## config.mk

```make
export PLATFORM = sky130hd
export DESIGN_NAME = enemy_formation_scheduler
export DESIGN_NICKNAME = d
export VERILOG_FILES = /design/src/rtl/enemy_sched_pkg.sv /design/src/rtl/formation_pos_counter.sv /design/src/rtl/enemy_formation_scheduler.sv
export SDC_FILE = /design/constraint.sdc
export NUM_CORES = 1
export LEC_CHECK = 0
export ABC_CLOCK_PERIOD_IN_PS = 2200
export CAP_MARGIN = 20
export CORE_UTILIZATION = 50
export CTS_BUF_LIST = sky130_fd_sc_hd__clkbuf_4 sky130_fd_sc_hd__clkbuf_8
export DETAILED_ROUTE_END_ITERATION = 8
export PLACE_DENSITY = 0.87
export SLEW_MARGIN = 10
export SYNTH_ARGS = -nofsm -noshare
export SYNTH_HDL_FRONTEND = slang
export SYNTH_SLANG_ARGS = --single-unit
```

## constraint.sdc

```tcl
create_clock -name clk -period 2.2 [get_ports clk]
set_input_delay 0.22 -clock clk [delete_from_list [all_inputs] [get_ports clk]]
set_output_delay 0.22 -clock clk [all_outputs]
set_load 0.02 [all_outputs]
```

## src/rtl/enemy_sched_pkg.sv

```systemverilog
// Shared state encoding and default formation geometry for the enemy scheduler.
// Game logic imports the same constants so both sides agree on the grid shape.
package enemy_sched_pkg;

  localparam int DEF_COLS   = 5;
  localparam int DEF_ROWS   = 3;
  localparam int DEF_X_STEP = 36;
  localparam int DEF_Y_STEP = 24;

  typedef enum logic [2:0] {
    ST_IDLE,
    ST_SCAN,
    ST_ISSUE,
    ST_WAIT,
    ST_FINISH
  } sched_state_t;

endpackage

```

## src/rtl/formation_pos_counter.sv

```systemverilog
// Walks grid slots in row-major order, keeping incremental X/Y sprite origins.
// One slot per advance; position outputs are registered and valid the cycle after clear/advance.
module formation_pos_counter
  import enemy_sched_pkg::*;
#(
  parameter int COLS   = DEF_COLS,
  parameter int ROWS   = DEF_ROWS,
  parameter int X_STEP = DEF_X_STEP,
  parameter int Y_STEP = DEF_Y_STEP,
  parameter int IDX_W  = $clog2(COLS * ROWS)
) (
  input  logic             clk,
  input  logic             resetn,
  input  logic             clear,
  input  logic             advance,
  input  logic [8:0]       form_x,
  input  logic [7:0]       form_y,
  output logic [IDX_W-1:0] idx,
  output logic             last,
  output logic [8:0]       draw_x_next,
  output logic [7:0]       draw_y_next
);

  localparam int COL_W = (COLS > 1) ? $clog2(COLS) : 1;
  localparam int ROW_W = (ROWS > 1) ? $clog2(ROWS) : 1;

  logic [COL_W-1:0] col;
  logic [ROW_W-1:0] row;
  logic [8:0]       base_x;

  always_ff @(posedge clk or negedge resetn) begin
    if (!resetn) begin
      idx         <= '0;
      col         <= '0;
      row         <= '0;
      base_x      <= '0;
      draw_x_next <= '0;
      draw_y_next <= '0;
    end else if (clear) begin
      idx         <= '0;
      col         <= '0;
      row         <= '0;
      base_x      <= form_x;
      draw_x_next <= form_x;
      draw_y_next <= form_y;
    end else if (advance) begin
      idx <= idx + IDX_W'(1);
      // X restarts from the snapped origin at each row wrap; sums wrap mod 512/256
      if (col == COL_W'(COLS - 1)) begin
        col         <= '0;
        row         <= row + ROW_W'(1);
        draw_x_next <= base_x;
        draw_y_next <= draw_y_next + 8'(Y_STEP);
      end else begin
        col         <= col + COL_W'(1);
        draw_x_next <= draw_x_next + 9'(X_STEP);
      end
    end
  end

  assign last = (row == ROW_W'(ROWS - 1)) && (col == COL_W'(COLS - 1));

endmodule

```

## src/rtl/enemy_formation_scheduler.sv

```systemverilog
// Sequences the shared enemy sprite drawer over every live slot once per frame.
// First draw_en k+2 cycles after frame_start (k dead slots first); stalls in WAIT until draw_done.
module enemy_formation_scheduler
  import enemy_sched_pkg::*;
#(
  parameter int COLS   = DEF_COLS,
  parameter int ROWS   = DEF_ROWS,
  parameter int X_STEP = DEF_X_STEP,
  parameter int Y_STEP = DEF_Y_STEP
) (
  input  logic                             clk,
  input  logic                             resetn,
  input  logic                             frame_start,
  input  logic [ROWS*COLS-1:0]             alive,
  input  logic [8:0]                       form_x,
  input  logic [7:0]                       form_y,
  input  logic                             draw_done,
  output logic                             draw_en,
  output logic [8:0]                       draw_x,
  output logic [7:0]                       draw_y,
  output logic                             busy,
  output logic                             frame_done,
  output logic [$clog2(ROWS*COLS+1)-1:0]   drawn_count
);

  localparam int N     = ROWS * COLS;
  localparam int IDX_W = (N > 1) ? $clog2(N) : 1;
  localparam int CNT_W = $clog2(N + 1);

  sched_state_t     state;
  logic [N-1:0]     alive_snap;
  logic [CNT_W-1:0] run_count;
  logic [IDX_W-1:0] idx;
  logic             last;
  logic [8:0]       pos_x;
  logic [7:0]       pos_y;
  logic             clear;
  logic             advance;
  logic             slot_live;

  assign slot_live = alive_snap[idx];
  assign clear     = (state == ST_IDLE) && frame_start;
  assign advance   = !last && (((state == ST_SCAN) && !slot_live) ||
                               ((state == ST_WAIT) && draw_done));

  formation_pos_counter #(
    .COLS   (COLS),
    .ROWS   (ROWS),
    .X_STEP (X_STEP),
    .Y_STEP (Y_STEP),
    .IDX_W  (IDX_W)
  ) u_pos (
    .clk         (clk),
    .resetn      (resetn),
    .clear       (clear),
    .advance     (advance),
    .form_x      (form_x),
    .form_y      (form_y),
    .idx         (idx),
    .last        (last),
    .draw_x_next (pos_x),
    .draw_y_next (pos_y)
  );

  always_ff @(posedge clk or negedge resetn) begin
    if (!resetn) begin
      state       <= ST_IDLE;
      alive_snap  <= '0;
      run_count   <= '0;
      draw_en     <= 1'b0;
      draw_x      <= '0;
      draw_y      <= '0;
      busy        <= 1'b0;
      frame_done  <= 1'b0;
      drawn_count <= '0;
    end else begin
      draw_en    <= 1'b0;
      frame_done <= 1'b0;
      case (state)
        ST_IDLE: begin
          if (frame_start) begin
            alive_snap <= alive;
            run_count  <= '0;
            busy       <= 1'b1;
            state      <= ST_SCAN;
          end
        end
        ST_SCAN: begin
          if (slot_live) begin
            draw_x  <= pos_x;
            draw_y  <= pos_y;
            draw_en <= 1'b1;
            state   <= ST_ISSUE;
          end else if (last) begin
            frame_done <= 1'b1;
            state      <= ST_FINISH;
          end
        end
        ST_ISSUE: state <= ST_WAIT;
        ST_WAIT: begin
          if (draw_done) begin
            run_count <= run_count + CNT_W'(1);
            if (last) begin
              frame_done <= 1'b1;
              state      <= ST_FINISH;
            end else begin
              state <= ST_SCAN;
            end
          end
        end
        ST_FINISH: begin
          drawn_count <= run_count;
          busy        <= 1'b0;
          state       <= ST_IDLE;
        end
        default: state <= ST_IDLE;
      endcase
    end
  end

endmodule

```

# --- Yosys cells after proc, flatten, opt, wreduce, memory -nomap -nowiden ---
# Index checks and enable logic that the tools add are counted.
# W data, S select, Z words.
word_totals:
  register_bits: 81
  output_inout_bits: 24
classes:
  eq_ne: 9
  n_addsub: 6
  n_mux: 33
  magnitude_cmp: 1
  n_reduce_logical: 19
op_table:
  columns: ["operator", "n"]
  rows:
  - ["$mux W9", 3]
  - ["$mux W3", 8]
  - ["$mux W8", 3]
  - ["$mux W4", 4]
  - ["$pmux W3 S4", 1]
  - ["$add A9 B6 Y9 const B", 1]
  - ["$add A4 B1 Y4 const B", 2]
  - ["$add A8 B5 Y8 const B", 1]
  - ["$pmux W4 S2", 1]
  - ["$reduce_and A2 Y1", 4]
  - ["$reduce_bool A2 Y1", 4]
  - ["$mux W1", 7]
  - ["$eq A3 B2 Y1 const B", 2]
  - ["$eq A3 B3 Y1 const B", 2]
  - ["$mux W2", 3]
  - ["$reduce_and A3 Y1", 2]
  - ["$logic_and A1 B1 Y1", 5]
  - ["$lt A4 B5 Y1 const B", 1]
  - ["$bmux W1 S4", 1]
  - ["$ne A2 B2 Y1 const B", 2]
  - ["$pmux W1 S2", 2]
  - ["$add A3 B1 Y3 const B", 1]
  - ["$eq A3 B1 Y1 const B", 1]
  - ["$logic_not A3 Y1", 1]
  - ["other kinds (5)", 6]

# --- Longest topological paths before layout ---
# Gate-level depths: netlist of the first run.
logic_depth:
  word_depth: 8
  mapped_depth: 9
  depth_no_buf: 8

# --- Modules after synthesis ---
# From an unflattened synthesis of the first run, not the netlist that was laid out.
hier_totals:
  hier_cells: 306
  area_unflattened_um2: 3737.3
modules_own_cells:
  columns: ["mod", "cells_each", "area_each_um2", "n_inst", "seq_area_each_um2"]
  rows:
  - ["enemy_formation_scheduler", 140, 2011.9, 1, 1151.1]
  - ["formation_pos_counter", 166, 1725.4, 1, 875.8]

# --- Least setup slack after synthesis of the first run ---
# Ideal clock, no wire load.
synth_path:
  kind: "flip-flop to flip-flop"
  from: "register u_pos.idx[0]"
  to: "register draw_x[8]"
  t_required_ns: 2.075
  synth_period_minus_slack_ns: 2.095
  setup_ns: 0.125
  arrival_ns: 1.970
  stages_incl_launch_ff: 8
  path_slack_ns: 0.105
  path_cell_list: "dfrtp_1 -> buf_2 -> nor2b_1 -> a22oi_4 -> nand3_4 -> a211oi_4 -> buf_8 -> mux2_4"
synth_between:
  elab_chain_cells: 3
synth_rtl:
  columns: ["item", "line", "rtl"]
  rows:
  - ["start, declared", "formation_pos_counter.sv:18", "output logic [IDX_W-1:0] idx,"]
  - ["start signal, assigned", "formation_pos_counter.sv:47", "idx <= idx + IDX_W'(1);"]
  - ["$bmux W1 S4", "enemy_formation_scheduler.sv:41", "assign slot_live = alive_snap[idx];"]
  - ["$mux W1 (implied by the code)", "enemy_formation_scheduler.sv:41", null]
  - ["$reduce_and A2 Y1 (no source line)", null, null]
  - ["end signal, assigned", "enemy_formation_scheduler.sv:90", "draw_x <= pos_x;"]
  - ["end, declared", "enemy_formation_scheduler.sv:19", "output logic [8:0] draw_x,"]
# No other way between the ends. The select of a mux whose other input is x is not followed.
# A chain may end at the register's enable or synchronous reset.

# --- Worst setup path after layout of the first run ---
layout_path:
  from: "register u_pos.idx[2]"
  to: "register u_pos.idx[0]"
layout_between:
  elab_chain_cells: 7
layout_rtl:
  columns: ["item", "line", "rtl"]
  rows:
  - ["$bmux W1 S4", "enemy_formation_scheduler.sv:41", null]
  - ["$mux W1 (implied by the code)", "enemy_formation_scheduler.sv:41", null]
  - ["$logic_not A1 Y1", "enemy_formation_scheduler.sv:43", "assign advance = !last && (((state == ST_SCAN) && !slot_live) ||"]
  - ["$logic_and A1 B1 Y1", "enemy_formation_scheduler.sv:43", null]
  - ["$logic_or A1 B1 Y1", "enemy_formation_scheduler.sv:43", null]
  - ["$logic_and A1 B1 Y1", "enemy_formation_scheduler.sv:43", null]
  - ["$reduce_bool A2 Y1 (no source line)", null, null]
# No other way between the ends. The select of a mux whose other input is x is not followed.

==> flow_summary_export.csv, run 1 <==
group,metric,value,unit
hold_path,worstHoldPathCells,3,
global_route,busiest_layer,"met2",
floorplanning,floorplan.die.height,89.6,µm
clock_tree,root_buffer,"clkbuf_8",
pwr,ir_drop,0.642,mV
final_layout,syn_to_final_growth,24.6,%
clock_tree,clock_latency,0.36,ns
floorplanning,dieArea,0.00803,mm²
hold_path,hp-class,"in -> reg",
pwr,p_leak,2.18,nW
final_layout,final_cell_count_no_fill,551,
floorplanning,fp-row-count,31,
yosys,synth_edf_count,0,
hold_path,hold_start,"alive[11]",
detailed_routing,vias_per_cell,5.44,
setup_path,timing.rr.start,"u_pos.idx[2]$_DFFE_PN0P_",
floorplanning,io_pins,60,
floorplanning,initial_core_util,0.524,
yosys,yosysWarnings,0,
yosys,synthArstFlopShare,1.00,
setup_path,critPathCaptureType,"register",
pwr,power.density,1490,mW/mm²
timing,hold_violations,0,
hold_path,holdPathEnd,"alive_snap[11]$_DFFE_PN0P_",
final_layout,fillers,571,
clock_tree,cts_sinks,81,
detailed_routing,drt-total-wl,8120,µm
timing,final.period_utilization,0.955,
final_layout,fin_util,0.653,
detailed_routing,drc,0,
yosys,yosysSeqAreaShare,0.528,
global_route,gr-usage-met2,0.399,
timing,timing.fmax,476,MHz
placed_design,routabilityCongestion,0.834,
global_route,grt_max_degree,82,
global_route,track_usage,0.230,
final_layout,drive_gt1_frac,0.144,
global_route,antenna_found_initial,0,
timing,final_max_slew_viol_count,0,
floorplanning,die_w,89.6,µm
detailed_routing,initialDrtViolationCount,191,
clock_tree,cts_buffers,9,
yosys,synthFlopType,"dfrtp_1",
yosys,synth_top_cell_area_share,0.528,
setup_path,path_class,"reg -> reg",
yosys,synth.distinct_cells,46,
setup_path,r2r_end,"u_pos.idx[0]$_DFFE_PN0P_",
setup_path,slowest_delay,0.50,ns
setup_path,arrival,2.38,ns
placed_design,port_buffers,59,
final_layout,antenna_cells,0,
placed_design,placed_cells,534,
yosys,ys_ff_latch,81,
clock_tree,cts.clk_slew.worst_paths,0.09,ns
setup_path,cp_max_fo,14,
detailed_routing,ant_nets,0,
setup_path,reg2reg_slack,0.1,ns
yosys,ys_top_cells_by_area,"dfrtp_1, nand2_1, mux2_2",
clock_tree,htree_num_levels,3,
placed_design,hpwl,5480,µm
global_route,grt_pass1_vias,3130,
yosys,synth_cells,383,
yosys,syn_nets,426,
detailed_routing,avgRoutedWirePerCell,14.7,µm
timing,tightestPinTransition,0.699,ns
floorplanning,core-area,0.00733,mm²
timing,final.setup_skew,0.0144,ns
setup_path,crit_slowest_cell,"dfrtp_2",
global_route,grt_pass1_wl,13900,µm
clock_tree,cts_tree,"done",
timing,fin_tns_setup,0,ns
job,cap_violations,0,
yosys,syn_avg_cell_area,10.0,µm²
setup_path,cp-start-kind,"register",
detailed_routing,vias,2999,
timing,setup_viol_count_final,0,
detailed_routing,drtPass1Iterations,4,
timing,rsz0062_at_grt,"yes",
setup_path,r2r_cells,6,
final_layout,final_common_cell,"nand2_1",
clock_tree,cts_buffer_depth,2,
global_route,overflow,0,
timing,period_minus_slack,2.10,ns
timing,slew_headroom,0.531,
setup_path,required,2.48,ns
setup_path,path_cells,"mux2i_1 > o211ai_1 > nand2_1 > a221o_2 > nand2_1 > mux2i_1",
final_layout,final_cell_mix,"nand2_1, dfrtp_1, clkdlybuf4s50_1, nor2_1, a21oi_1",
global_route,met1_usage,0.277,
run_status,status,"finished, final reports clean",
final_layout,fin_nets,490,
global_route,use_met3,0.0503,
yosys,synth_area,0.00384,mm²
yosys,netlist.top_cell.by_area,"dfrtp_1",
[worst max-delay path by stage]
stage               slack (ns)  depth (start not counted)                          endpoint                      from
CTS                      0.009                          7  u_pos.draw_y_next[5]$_DFFE_PN0P_  u_pos.idx[2]$_DFFE_PN0P_
global placement           0.1                          7  u_pos.draw_y_next[6]$_DFFE_PN0P_  u_pos.idx[2]$_DFFE_PN0P_
finish                     0.1                          6          u_pos.idx[0]$_DFFE_PN0P_  u_pos.idx[2]$_DFFE_PN0P_
detailed placement        0.03                          7  u_pos.draw_y_next[6]$_DFFE_PN0P_  u_pos.idx[2]$_DFFE_PN0P_
global route             -0.06                          6          u_pos.idx[0]$_DFFE_PN0P_  u_pos.idx[2]$_DFFE_PN0P_
floorplan                 0.11                          7             draw_x[8]$_DFFE_PN0P_  u_pos.idx[0]$_DFFE_PN0P_
[synthesized netlist by cell type (2+ instances only)]
cell,number
mux2_4,8
mux2i_1,12
a31oi_1,4
o211ai_1,5
nor2_1,23
buf_2,3
and3_1,5
or3_1,2
mux2_2,13
nand2_1,107
a21oi_1,18
xnor2_1,4
nor2b_1,2
o21ai_1,2
nand3b_1,3
o21ai_0,15
clkbuf_1,12
buf_6,2
o311ai_0,2
a22oi_1,2
nor3_1,4
ha_1,7
inv_1,10
dfrtp_1,81
a22o_1,2
xor2_1,4
o31ai_1,3
nand3_1,9
or4_1,2
[what timing repair did]
item	4_1_cts	5_1_grt
hold buffers	1	0
buffers inserted	0	0
hold endpoints to repair	81	0
resized for setup	0	7
endpoints found under the setup margin	0	33
[kinds of logic (layout without fill, tap and decap cells)]
family | Yosys count | after routing | share of synthesized area
adder cells (fa/ha/maj) | 7 | 7 | 0.0228
multiplexers | 33 | 33 | 0.101
AND/OR/NAND/NOR | 162 | 162 | 0.181
buffers and inverters | 29 | 98 | 0.0371
XOR/XNOR | 8 | 8 | 0.0182
flip-flops | 81 | 81 | 0.528
AO/OA/AOI/OAI | 63 | 63 | 0.112
[sequential cells by signal, indices dropped and copies added (netlist names), 4 cells and up]
signal and flops:
alive_snap 15, draw_x 9, u_pos.base_x 9, u_pos.draw_x_next 9
draw_y 8, u_pos.draw_y_next 8, drawn_count 4, run_count 4
u_pos.idx 4
[where the power goes]
part           leakage (nW)  internal [mW]  switching, mW
Combinational          1.09           1.64           1.74
Sequential            0.999           2.15          0.536
Clock                0.0923          0.538          0.559
Total                  2.18           4.32           2.83
[critical path, delay by kind of cell, from the launching register on]
| kind | cells | cell delay [ns] |
|---|---|---|
| muxes | 2 | 0.38 |
| AOI/OAI and AO/OA | 2 | 0.80 |
| DFF | 1 | 0.50 |
| and+or+nand+nor | 2 | 0.33 |
[cell type report]
cell class | instances | area [µm²] | area share
Clock inverter | 6 | 66.3 | 0.0139
Tap cell | 99 | 124 | 0.0259
Multi-Input combinational cell | 273 | 1680 | 0.352
Sequential cell | 81 | 2030 | 0.424
Clock buffer | 10 | 131 | 0.0275
Timing Repair Buffer | 72 | 713 | 0.149
Inverter | 10 | 37.5 | 0.00784
[layer usage]
metal | vias to the layer above | routed length (µm) | share of wire
met5 | - | 0 | 0
met4 | 0 | 109 | 0.013
met3 | 13 | 387 | 0.048
met2 | 78 | 4040 | 0.50
met1 | 1465 | 3580 | 0.44
li1 | 1443 | - | -
[through the flow]
step | area [µm²] | hold WS (ns) | setup WS [ns] | power [mW]
after detailed placement | 4560 | 0.277 | 0.0345 | 6.02
final | 4790 | 0.383 | 0.0982 | 7.15
after floorplan | 3840 | -0.0756 | 0.105 | 5.00
after global placement | 4560 | 0.273 | 0.0997 | 5.83
after CTS | 4770 | 0.377 | 0.00926 | 7.15
after global routing | 4790 | 0.399 | -0.0552 | 7.70
No activity file was read; power rests on OpenSTA's default activity.
==> inputs of run 2 (changes only) <==
--- a/config.mk
+++ b/config.mk
@@ -6,7 +6,7 @@
 export NUM_CORES = 1
 export LEC_CHECK = 0
 export ABC_CLOCK_PERIOD_IN_PS = 2200
-export CAP_MARGIN = 20
+export CAP_MARGIN = 30
 export CORE_UTILIZATION = 50
 export CTS_BUF_LIST = sky130_fd_sc_hd__clkbuf_4 sky130_fd_sc_hd__clkbuf_8
 export DETAILED_ROUTE_END_ITERATION = 8
==> results of run 2 <==
Same layout as run 1: the final DEF is identical, and so are final timing and power.
==> inputs of run 3 (changes only) <==
==> config.mk (replaced) <==
export PLATFORM = sky130hd
export DESIGN_NAME = enemy_formation_scheduler
export DESIGN_NICKNAME = d
export VERILOG_FILES = /design/src/rtl/enemy_sched_pkg.sv /design/src/rtl/formation_pos_counter.sv /design/src/rtl/enemy_formation_scheduler.sv
export SDC_FILE = /design/constraint.sdc
export NUM_CORES = 1
export LEC_CHECK = 0
export ABC_CLOCK_PERIOD_IN_PS = 2500
export CAP_MARGIN = 30
export CORE_UTILIZATION = 55
export DETAILED_ROUTE_END_ITERATION = 8
export PLACE_DENSITY = 0.9
export SLEW_MARGIN = 15
export SYNTH_ARGS = -nofsm -noshare
export SYNTH_HDL_FRONTEND = slang
export SYNTH_SLANG_ARGS = --single-unit
==> constraint.sdc (replaced) <==
create_clock -name clk -period 2.5 [get_ports clk]
set_input_delay 0.25 -clock clk [delete_from_list [all_inputs] [get_ports clk]]
set_output_delay 0.25 -clock clk [all_outputs]
set_load 0.02 [all_outputs]
==> run 3 against run 2 <==
Net effect:
- clock power up 5%
- maximum frequency down 12%
- clock skew down 0.0062 ns
- highest routed layer unchanged
- sequential share of layout area about the same
- critical endpoint is now u_pos.draw_y_next[7]$_DFFE_PN0P_
- wire length up 1.1%
- sequential power down 12%
==> flow_summary_export.csv, run 3 (same netlist as run 1, synthesis figures left out) <==
group,metric,value,unit
floorplanning,dieArea,0.00732,mm²
detailed_routing,initialDrtViolationCount,252,
pwr,p_leak,2.20,nW
floorplanning,io_pins,60,
setup_path,r2r_cells,6,
floorplanning,core-area,0.00676,mm²
clock_tree,cts_sinks,81,
timing,fin_tns_setup,0,ns
detailed_routing,vias,3016,
setup_path,required,2.74,ns
setup_path,cp_max_fo,11,
floorplanning,floorplan.die.height,85.6,µm
clock_tree,cts_buffer_depth,2,
placed_design,port_buffers,59,
detailed_routing,avgRoutedWirePerCell,15.5,µm
timing,final.period_utilization,0.952,
timing,setup_viol_count_final,0,
global_route,track_usage,0.248,
timing,timing.fmax,420,MHz
detailed_routing,ant_nets,0,
timing,final.setup_skew,0.00813,ns
clock_tree,root_buffer,"clkbuf_8",
clock_tree,cts_buffers,9,
global_route,overflow,0,
floorplanning,fp-row-count,30,
setup_path,critPathCaptureType,"register",
setup_path,arrival,2.62,ns
final_layout,syn_to_final_growth,24.3,%
timing,tightestPinTransition,0.698,ns
global_route,grt_pass1_vias,3123,
clock_tree,cts.clk_slew.worst_paths,0.08,ns
global_route,grt_max_degree,82,
detailed_routing,drc,0,
clock_tree,htree_num_levels,3,
final_layout,antenna_cells,0,
setup_path,path_class,"reg -> reg",
detailed_routing,drt-total-wl,8210,µm
timing,period_minus_slack,2.38,ns
detailed_routing,wl_met1,3550,µm
job,cap_violations,0,
pwr,power.density,1350,mW/mm²
placed_design,routabilityCongestion,0.832,
hold_path,hp-class,"in -> async",
timing,hold_violations,0,
pwr,ir_drop,0.569,mV
pwr,p_total,6.45,mW
timing,slew_headroom,0.531,
setup_path,cp-start-kind,"register",
clock_tree,cts_tree,"done",
final_layout,largest_reg_flops,15,
run_status,status,"finished, final reports clean",
detailed_routing,wl_met3,372,µm
global_route,antenna_found_initial,0,
final_layout,final_cell_mix,"nand2_1, dfrtp_1, clkdlybuf4s50_1, nor2_1, a21oi_1",
final_layout,largest-register,"alive_snap",
clock_tree,clock_latency,0.35,ns
floorplanning,die_w,85.6,µm
global_route,grt_pass1_wl,14200,µm
final_layout,fin_nets,486,
floorplanning,initial_core_util,0.568,
final_layout,drive_gt1_frac,0.121,
detailed_routing,wl_met2,4090,µm
detailed_routing,drtPass1Iterations,4,
detailed_routing,vias_per_cell,5.71,
clock_tree,cts_setup_buffers,0,
final_layout,final_common_cell,"nand2_1",
timing,final_max_slew_viol_count,0,
placed_design,hpwl,5480,µm
detailed_routing,highest_layer,"met4",
[run 3: cell types whose count changed in the layout (fill, tap and decap cells not counted), moves of 2 or more]
cell	change
buf_4	-4
bufinv_16	+2
clkinvlp_4	-2
dfrtp_1	+3
dfrtp_2	-3
nor2_1	+2
nor2_2	-2
[run 3: worst paths after layout]
check / from / slack [ns] / endpoint
worst min register to register: u_pos.base_x[2]$_DFFE_PN0P_ / 0.48 / u_pos.base_x[2]$_DFFE_PN0P_
worst min-delay path: resetn / 0.31 / draw_y[3]$_DFFE_PN0P_
worst max register to register: u_pos.idx[2]$_DFFE_PN0P_ / 0.12 / u_pos.draw_y_next[7]$_DFFE_PN0P_
min in group clk: form_y[2] / 0.42 / u_pos.draw_y_next[2]$_DFFE_PN0P_
max in group asynchronous: resetn / 1.61 / u_pos.base_x[2]$_DFFE_PN0P_
worst max-delay path: u_pos.idx[2]$_DFFE_PN0P_ / 0.12 / u_pos.draw_y_next[7]$_DFFE_PN0P_
[run 3: critical path, cell delays in order, from the launching register on]
cell and delay, ns:
dfrtp_1 0.62, mux2i_1 0.28, o211ai_1 0.16, a2111oi_0 0.61, or3_4 0.31, mux2i_1 0.20, o21ai_1 0.07
[run 3: metrics by stage]
step / hold WS [ns] / cell area (µm²) / util / cells / setup WS (ns)
detailed placement: 0.459 / 4490 / 0.664 / 510 / 0.162
CTS: 0.0984 / 4730 / 0.700 / 526 / 0.0862
global placement: 0.450 / 4490 / 0.664 / 510 / 0.371
finish: 0.310 / 4770 / 0.707 / 528 / 0.119
global route: 0.316 / 4770 / 0.707 / 528 / -0.0802
floorplan: -0.0456 / 3840 / - / 383 / 0.405
[run 3: repair_timing]
item / CTS / global route
gates resized for setup: 0 / 1
hold buffers: 0 / 1
endpoints found under the setup margin: 0 / 3
endpoints found under the hold margin: 0 / 18
[run 3: power by group]
part	total, mW	leakage (nW)	switching (mW)	internal, mW
logic	2.94	1.07	1.54	1.40
clock network	1.16	0.120	0.475	0.690
registers	2.35	1.00	0.465	1.88
total	6.45	2.20	2.48	3.97
[run 3: layer usage]
| layer | GRT usage | vias up |
|---|---|---|
| li1 | - | 1421 |
| met1 | 0.319 | 1484 |
| met2 | 0.409 | 90 |
| met3 | 0.0472 | 21 |
| met4 | 0.115 | 0 |
| met5 | 0 | - |
[run 3: cell type report]
cell class	instances	area, µm²
clock buffer	11	141
clock inverter	5	103
fill	502	1980
inverter	10	37.5
multi-input combinational	273	1680
sequential	81	2030
tap	80	100
timing repair buffer	68	691
